==> src/rtl/trace_replay_pkg.sv <==
// Shared types and constants for the trace replay sequencer.
package trace_replay_pkg;

    typedef enum logic [2:0] {
        ST_IDLE   = 3'd0,
        ST_OPEN   = 3'd1,
        ST_STREAM = 3'd2,
        ST_DRAIN  = 3'd3,
        ST_DONE   = 3'd4,
        ST_ERROR  = 3'd5
    } state_e;

    typedef enum logic [1:0] {
        ERR_NONE  = 2'd0,
        ERR_OPEN  = 2'd1,
        ERR_ORDER = 2'd2
    } err_code_e;

    localparam int RETIRED_W = 32;
    localparam int BLANK_W   = 16;
    localparam int ORDER_W   = 64;

endpackage

==> src/rtl/trace_replay_fifo.sv <==
// Synchronous record FIFO; supports push and pop in the same cycle, including when full.
module trace_replay_fifo #(
    parameter int DEPTH = 4,
    parameter int W     = 64
) (
    input  logic         clk,
    input  logic         rst_n,
    input  logic         push_i,
    input  logic         pop_i,
    input  logic [W-1:0] wdata_i,
    output logic [W-1:0] rdata_o,
    output logic         full_o,
    output logic         empty_o
);

    localparam int AW = $clog2(DEPTH);

    logic [W-1:0] mem_q [DEPTH];
    logic [AW:0]  wr_ptr_q;
    logic [AW:0]  wr_ptr_d;
    logic [AW:0]  rd_ptr_q;
    logic [AW:0]  rd_ptr_d;
    logic         do_push_s;
    logic         do_pop_s;

    // Pointers carry one wrap bit so full and empty are distinguishable.
    assign empty_o   = (wr_ptr_q == rd_ptr_q);
    assign full_o    = (wr_ptr_q[AW] != rd_ptr_q[AW]) && (wr_ptr_q[AW-1:0] == rd_ptr_q[AW-1:0]);
    assign do_pop_s  = pop_i && !empty_o;
    assign do_push_s = push_i && (!full_o || do_pop_s);
    assign rdata_o   = mem_q[rd_ptr_q[AW-1:0]];

    // Next-state pointer arithmetic.
    always_comb begin
        wr_ptr_d = wr_ptr_q;
        rd_ptr_d = rd_ptr_q;
        if (do_push_s) begin
            wr_ptr_d = wr_ptr_q + (AW+1)'(1);
        end else begin
            wr_ptr_d = wr_ptr_q;
        end
        if (do_pop_s) begin
            rd_ptr_d = rd_ptr_q + (AW+1)'(1);
        end else begin
            rd_ptr_d = rd_ptr_q;
        end
    end

    // Pointer registers; reset flushes the FIFO.
    always_ff @(posedge clk or negedge rst_n) begin
        if (!rst_n) begin
            wr_ptr_q <= '0;
            rd_ptr_q <= '0;
        end else begin
            wr_ptr_q <= wr_ptr_d;
            rd_ptr_q <= rd_ptr_d;
        end
    end

    // Storage array.
    always_ff @(posedge clk) begin
        if (do_push_s) begin
            mem_q[wr_ptr_q[AW-1:0]] <= wdata_i;
        end
    end

endmodule

==> src/rtl/trace_replay_ctrl.sv <==
// Walks a list of trace files, order-checks parsed records and replays them as RVVI retirement strobes.
module trace_replay_ctrl
    import trace_replay_pkg::*;
#(
    parameter int REC_W  = 256,
    parameter int DEPTH  = 4,
    parameter int FIDX_W = 8
) (
    input  logic              clk,
    input  logic              reset_n,
    input  logic              start,
    input  logic [FIDX_W-1:0] num_files,
    output logic              file_req,
    output logic [FIDX_W-1:0] file_idx,
    input  logic              file_ack,
    input  logic              file_err,
    input  logic              rec_valid,
    output logic              rec_ready,
    input  logic              rec_blank,
    input  logic              rec_eof,
    input  logic [63:0]       rec_order,
    input  logic [REC_W-1:0]  rec_data,
    input  logic              hold,
    output logic              rvvi_valid,
    output logic [63:0]       rvvi_order,
    output logic [REC_W-1:0]  rvvi_data,
    output logic              done,
    output logic              error,
    output logic [1:0]        err_code,
    output logic [31:0]       retired_cnt,
    output logic [15:0]       blank_cnt
);

    localparam int FW = ORDER_W + REC_W;

    state_e               state_q, state_d;
    err_code_e            err_code_q, err_code_d;
    logic [FIDX_W-1:0]    file_idx_q, file_idx_d;
    logic [FIDX_W-1:0]    num_files_q, num_files_d;
    logic [ORDER_W-1:0]   last_order_q, last_order_d;
    logic                 first_q, first_d;
    logic [RETIRED_W-1:0] retired_cnt_q, retired_cnt_d;
    logic [BLANK_W-1:0]   blank_cnt_q, blank_cnt_d;
    logic                 file_req_q, done_q, error_q;
    logic                 rvvi_valid_q;
    logic [ORDER_W-1:0]   rvvi_order_q;
    logic [REC_W-1:0]     rvvi_data_q;

    logic                 clr_cnt_s;
    logic                 accept_s, is_eof_s, is_blank_s, is_data_s, order_bad_s;
    logic                 last_file_s;
    logic                 fifo_push_s, fifo_pop_s, fifo_full_s, fifo_empty_s;
    logic [FW-1:0]        fifo_wdata_s, fifo_rdata_s;

    assign rec_ready    = (state_q == ST_STREAM) && !fifo_full_s;
    assign accept_s     = rec_valid && rec_ready;
    assign is_eof_s     = accept_s && rec_eof;
    assign is_blank_s   = accept_s && rec_blank && !rec_eof;
    assign is_data_s    = accept_s && !rec_blank && !rec_eof;
    // The first record after a file opens is exempt from the ordering check.
    assign order_bad_s  = is_data_s && !first_q && (rec_order <= last_order_q);
    assign fifo_push_s  = is_data_s && !order_bad_s;
    assign fifo_pop_s   = !fifo_empty_s && !hold && (state_q != ST_ERROR);
    assign fifo_wdata_s = {rec_order, rec_data};
    assign last_file_s  = ({1'b0, file_idx_q} + (FIDX_W+1)'(1)) == {1'b0, num_files_q};

    trace_replay_fifo #(
        .DEPTH (DEPTH),
        .W     (FW)
    ) u_fifo (
        .clk     (clk),
        .rst_n   (reset_n),
        .push_i  (fifo_push_s),
        .pop_i   (fifo_pop_s),
        .wdata_i (fifo_wdata_s),
        .rdata_o (fifo_rdata_s),
        .full_o  (fifo_full_s),
        .empty_o (fifo_empty_s)
    );

    // Sequencer next-state logic.
    always_comb begin
        state_d      = state_q;
        err_code_d   = err_code_q;
        file_idx_d   = file_idx_q;
        num_files_d  = num_files_q;
        last_order_d = last_order_q;
        first_d      = first_q;
        clr_cnt_s    = 1'b0;
        case (state_q)
            ST_IDLE, ST_DONE: begin
                if (start) begin
                    clr_cnt_s   = 1'b1;
                    num_files_d = num_files;
                    file_idx_d  = '0;
                    if (num_files == '0) begin
                        state_d = ST_DONE;
                    end else begin
                        state_d = ST_OPEN;
                    end
                end else begin
                    state_d = state_q;
                end
            end
            ST_OPEN: begin
                if (file_err) begin
                    state_d    = ST_ERROR;
                    err_code_d = ERR_OPEN;
                end else if (file_ack) begin
                    state_d = ST_STREAM;
                    first_d = 1'b1;
                end else begin
                    state_d = state_q;
                end
            end
            ST_STREAM: begin
                if (is_eof_s) begin
                    state_d = ST_DRAIN;
                end else if (order_bad_s) begin
                    state_d    = ST_ERROR;
                    err_code_d = ERR_ORDER;
                end else if (fifo_push_s) begin
                    last_order_d = rec_order;
                    first_d      = 1'b0;
                end else begin
                    state_d = state_q;
                end
            end
            ST_DRAIN: begin
                if (fifo_empty_s && !rvvi_valid_q) begin
                    if (last_file_s) begin
                        state_d = ST_DONE;
                    end else begin
                        state_d    = ST_OPEN;
                        file_idx_d = file_idx_q + FIDX_W'(1);
                    end
                end else begin
                    state_d = state_q;
                end
            end
            ST_ERROR: begin
                state_d = ST_ERROR;
            end
            default: begin
                state_d = ST_IDLE;
            end
        endcase
    end

    // Saturating statistics counters.
    always_comb begin
        retired_cnt_d = retired_cnt_q;
        blank_cnt_d   = blank_cnt_q;
        if (clr_cnt_s) begin
            retired_cnt_d = '0;
            blank_cnt_d   = '0;
        end else begin
            if (fifo_pop_s && (retired_cnt_q != '1)) begin
                retired_cnt_d = retired_cnt_q + RETIRED_W'(1);
            end else begin
                retired_cnt_d = retired_cnt_q;
            end
            if (is_blank_s && (blank_cnt_q != '1)) begin
                blank_cnt_d = blank_cnt_q + BLANK_W'(1);
            end else begin
                blank_cnt_d = blank_cnt_q;
            end
        end
    end

    // State, status and retirement output registers.
    always_ff @(posedge clk or negedge reset_n) begin
        if (!reset_n) begin
            state_q       <= ST_IDLE;
            err_code_q    <= ERR_NONE;
            file_idx_q    <= '0;
            num_files_q   <= '0;
            last_order_q  <= '0;
            first_q       <= 1'b0;
            retired_cnt_q <= '0;
            blank_cnt_q   <= '0;
            file_req_q    <= 1'b0;
            done_q        <= 1'b0;
            error_q       <= 1'b0;
            rvvi_valid_q  <= 1'b0;
            rvvi_order_q  <= '0;
            rvvi_data_q   <= '0;
        end else begin
            state_q       <= state_d;
            err_code_q    <= err_code_d;
            file_idx_q    <= file_idx_d;
            num_files_q   <= num_files_d;
            last_order_q  <= last_order_d;
            first_q       <= first_d;
            retired_cnt_q <= retired_cnt_d;
            blank_cnt_q   <= blank_cnt_d;
            file_req_q    <= (state_d == ST_OPEN);
            done_q        <= (state_d == ST_DONE);
            error_q       <= (state_d == ST_ERROR);
            rvvi_valid_q  <= fifo_pop_s;
            rvvi_order_q  <= fifo_pop_s ? fifo_rdata_s[FW-1 -: ORDER_W] : '0;
            rvvi_data_q   <= fifo_pop_s ? fifo_rdata_s[REC_W-1:0] : '0;
        end
    end

    assign file_req    = file_req_q;
    assign file_idx    = file_idx_q;
    assign rvvi_valid  = rvvi_valid_q;
    assign rvvi_order  = rvvi_order_q;
    assign rvvi_data   = rvvi_data_q;
    assign done        = done_q;
    assign error       = error_q;
    assign err_code    = err_code_q;
    assign retired_cnt = retired_cnt_q;
    assign blank_cnt   = blank_cnt_q;

endmodule

==> config.mk <==
export PLATFORM = sky130hd
export DESIGN_NAME = trace_replay_ctrl
export DESIGN_NICKNAME = d
export VERILOG_FILES = /design/src/rtl/trace_replay_pkg.sv /design/src/rtl/trace_replay_fifo.sv /design/src/rtl/trace_replay_ctrl.sv
export SDC_FILE = /design/constraint.sdc
export NUM_CORES = 2
export LEC_CHECK = 0
export CAP_MARGIN = 10
export CORE_UTILIZATION = 45
export CTS_BUF_LIST = sky130_fd_sc_hd__clkbuf_2 sky130_fd_sc_hd__clkbuf_4 sky130_fd_sc_hd__clkbuf_8
export DETAILED_ROUTE_END_ITERATION = 10
export PLACE_DENSITY = 0.66
export SLEW_MARGIN = 20
export SYNTH_ARGS = -nofsm -noshare
export SYNTH_HDL_FRONTEND = slang
export SYNTH_SLANG_ARGS = --single-unit
==> constraint.sdc <==
create_clock -name clk -period 38 [get_ports clk]
set_input_delay 11.4 -clock clk [delete_from_list [all_inputs] [get_ports clk]]
set_output_delay 11.4 -clock clk [all_outputs]
set_load 0.1 [all_outputs]
==> impl_summary.txt <==
----------------------------------------------------
[Outcome]
  Run status ... complete, no violations

[Finish]
  Synthesis-to-layout area growth ... 23.41%
  Final design utilization ... 56.13%
  Final layout net count ... 4851
  Layout cell share with drive strength beyond 1 ... 19.31%
  Number of standard cells in the final layout excluding fillers ... 6603
  Commonest non-fill, non-tap cells in the layout ... edfxtp_1, clkdlybuf4s50_1, dfrtp_1
  Most frequent standard cell in the layout excluding fill and tap cells ... edfxtp_1

[Worst hold path]
  Min-Delay Path Depth ... 2
  Hold crit path type ... reg -> reg
  Startpoint of the most critical hold path ... num_files_q[3]$_DFFE_PN0P_

[Clock network]
  CTS clock-pin slew for the worst setup and hold paths ... 0.06 ns
  CTS Hold Bufs ... 0
  Clock Latency Late Sink ... 0.98 ns
  Number of buffers inserted during clock tree synthesis ... 299
  Sinks on Clock Net ... 1744
  Post-CTS sizing ... 0
  Clock tree from TritonCTS ... yes
  Count of H-tree levels built during CTS ... 5
  Buffer depth of the longest clock path ... 4
  Clock root buffer master ... clkbuf_8
  Setup fix buffers added after clock tree synthesis ... 0

[GRT]
  Pin count of the biggest net entering global routing ... 140
  Total Routing Usage GR ... 20.71%
  Vias in the first global route ... 36930
  Global-route wire length before repair ... 231400 um
  Overflow after GRT ... 0
  Antenna violations before repair ... 31

[Flow run]
  Total of max-cap violations ... 0

[Logic synthesis]
  Synth Area in Adders ... 1.356%
  Cell taking the most area after synthesis ... edfxtp_1
  FF+latch count, synth ... 1744
  Synthesized-area fraction occupied by ao, oa, aoi and oai cells ... 2.875%
  Share of cell area taken by muxes after synthesis ... 10.91%
  Primary flip-flop cell chosen by synthesis mapping ... edfxtp_1
  Syn Inst Count ... 3581
  Synthesized area ... 0.06645 sq mm
  Main combinational cell family by area after synthesis ... multiplexers
  Async SR Flop Fraction ... 26.61%
  Unique masters post-synth ... 64
  Most area-consuming cells after synthesis ... edfxtp_1, dfrtp_1, mux4_2, and2_1, ha_1
  Mean cell area of the mapped netlist ... 18.56 sq um
  Number of flops mapped to enable cells by yosys ... 1280
  Simple-Gate Fraction of Synth Area ... 7.095%
  Number of synthesis warnings ... 0
  Xor and xnor area share after synthesis ... 0.8021%
  Number of nets produced by synthesis ... 3990
  Sequential-to-total area share from yosys stat ... 75.32%
  Area share of the leading cell type in the synthesized netlist ... 57.84%

[Critical path]
  Minimum setup slack among reg-to-reg paths ... 31.87 ns
  Worst endpoint required time ... 38.53 ns
  Element type at the critical path end ... flip-flop
  CP max FO ... 139
  Type of origin of the critical path ... primary input
  Critical path launch point ... rec_order[14]
  Origin of the critical flop-to-flop path ... u_fifo.rd_ptr_q[1]$_DFFE_PN0P_
  Data arrival time of the critical path ... 17.06 ns
  List of cells traversed by the critical path ... clkdlybuf4s50_1, ha_1, nand4_1, nor4_1, a21boi_0, o41ai_1, a21o_2, a21oi_1, o211a_4, buf_12, buf_4
  Crit path largest cell delay ... 0.77 ns
  Cell with the largest stage delay on the worst path ... o211a_4
  Worst setup path class ... in -> reg
  FF-to-FF path depth ... 8

[Route]
  First-pass iteration count of the detailed router ... 6
  Antenna-violating nets left ... 0
  First DRT Iteration DRCs ... 2209
  Total via count after detailed routing ... 35870
  WL per Instance ... 23.64 um
  Total wire length after detailed routing ... 156100 um
  Drt via density ... 5.432
  Remaining design rule violation count ... 0

[STA]
  Final worst setup slack ... 21.47 ns
  RSZ-0062 raised after global routing ... no
  Transition time of the tightest slew-check pin ... 1.212 ns
  Share of the clock period used by the worst path after layout ... 43.49%
  Max Slew Vio Count ... 0
  Max_slew headroom ... 19.20%
  Post-Route Setup TNS ... 0 ns
  Final Hold Violating Endpoints ... 0
  Final Critical Period ... 16.53 ns
  Finish-stage setup viols ... 0
  Final setup skew ... 0.08226 ns
  Fmax ... 0.06051 GHz

[Floorplan]
  Width of the chip ... 386.3 um
  Area of the core region ... 0.1461 sq mm
  Std cell rows ... 140
  Die Y ... 386.3 um
  Ports ... 720
  Initial Util ... 45.49%
  Die area ... 0.1492 sq mm

[Power]
  Static power due to leakage ... 29.76 nW
  Areal power density over the cells ... 47.40 mW/mm^2
  Worst vdd ir ... 29.67 uV

[Place]
  Instance count after placement with tap cells included ... 6058
  Placed wire-length estimate ... 92210 um
  Count of input and output buffers ... 719
  Global placer's final weighted congestion ... 0.7958
  Minimum setup slack after placement ... 20.65 ns

----------------------------------------------------
sequential cells by signal, summed over array words and instances (netlist names), 8 cells and up:
name,cells
last_order_q,64
u_fifo.mem_q,1280
rvvi_data,256
rvvi_order,64
file_idx,8
blank_cnt,16
num_files_q,8
retired_cnt,32
cells in the mapped netlist (2+ instances only):
| library cell | count |
|---|---|
| a211oi_1 | 4 |
| a21boi_0 | 4 |
| a21o_1 | 11 |
| a21oi_1 | 33 |
| a221oi_1 | 69 |
| a22oi_1 | 3 |
| a311o_1 | 2 |
| a31o_2 | 2 |
| a31oi_1 | 2 |
| and2_1 | 329 |
| and3_1 | 76 |
| and4_1 | 12 |
| buf_1 | 33 |
| buf_2 | 21 |
| clkbuf_1 | 151 |
| dfrtp_1 | 464 |
| edfxtp_1 | 1280 |
| ha_1 | 72 |
| inv_1 | 76 |
| mux2i_1 | 4 |
| mux4_2 | 320 |
| nand2_1 | 73 |
| nand3_1 | 164 |
| nand4_1 | 32 |
| nand4b_1 | 4 |
| nor2_1 | 129 |
| nor2b_1 | 4 |
| nor3_1 | 8 |
| nor3b_1 | 2 |
| nor4_1 | 5 |
| o2111a_1 | 2 |
| o2111ai_1 | 67 |
| o211a_1 | 6 |
| o211ai_1 | 4 |
| o21a_1 | 3 |
| o21ai_0 | 18 |
| or3_1 | 5 |
| or4_1 | 4 |
| xnor2_1 | 21 |
| xor2_1 | 38 |
worst paths after layout:
check	end
min in group asynchronous	retired_cnt[28]$_DFFE_PN0P_
setup / recovery	u_fifo.mem_q[2][109]$_DFFE_PP_
hold reg to reg	num_files_q[3]$_DFFE_PN0P_
hold / removal	num_files_q[3]$_DFFE_PN0P_
setup reg to reg	u_fifo.mem_q[2][109]$_DFFE_PP_
max in group asynchronous	rvvi_data[90]$_DFF_PN0_
logic make-up (layout without fill, tap and decap cells):
kind of cell,after synthesis,count (layout)
muxes,324,324
adders and majority gates,72,72
buffers and inverters,283,1373
other,0,15
and+or+nand+nor,857,857
DFF,1744,1744
AOI/OAI and AO/OA,241,241
xor gates and xnor gates,60,60
area by class of cell:
| cell class | count | area (sq um) |
|---|---|---|
| Fill cell | 11230 | 64080 |
| Sequential cell | 1744 | 50060 |
| Multi-Input combinational cell | 1554 | 15390 |
| Timing Repair Buffer | 766 | 7647 |
| Clock buffer | 465 | 5712 |
| Tap cell | 1917 | 2399 |
| Clock inverter | 65 | 469.2 |
| Inverter | 77 | 296.5 |
| Antenna cell | 15 | 37.54 |
stage by stage:
step | instance area [sq um] | hold WS (ns) | power [W]
after global routing | 81980 | 0.5248 | 0.004021
after CTS | 81970 | 0.5049 | 0.003938
after detailed placement | 75790 | 0.4899 | 0.002204
after global placement | 75790 | 0.4837 | 0.002202
after floorplan | 66450 | 0.4652 | 0.002129
final | 82010 | 0.5029 | 0.003887
per-layer routing:
layer | up-vias | track usage [%] | share of wire [%]
met5 | - | 0 | 0.18
met4 | 38 | 6.890 | 2.6
met3 | 298 | 5.702 | 7.0
met2 | 1146 | 33.51 | 49
met1 | 18590 | 27.10 | 41
li1 | 15800 | - | -
worst max-delay path: cells and delay by family:
family / cells / cell delay (ns)
AND/OR/NAND/NOR: 2 / 0.85
adder cells (fa/ha/maj): 1 / 0.39
buffers and inverters: 3 / 1.83
AO/OA/AOI/OAI: 5 / 2.13
power breakdown:
part	total, W	switching (W)	internal (W)
clock	0.00172	0.000729	0.000995
combinational	0.000114	0.0000582	0.0000559
sequential	0.00205	0.00000185	0.00205
Power figures use the tool's default switching activity.
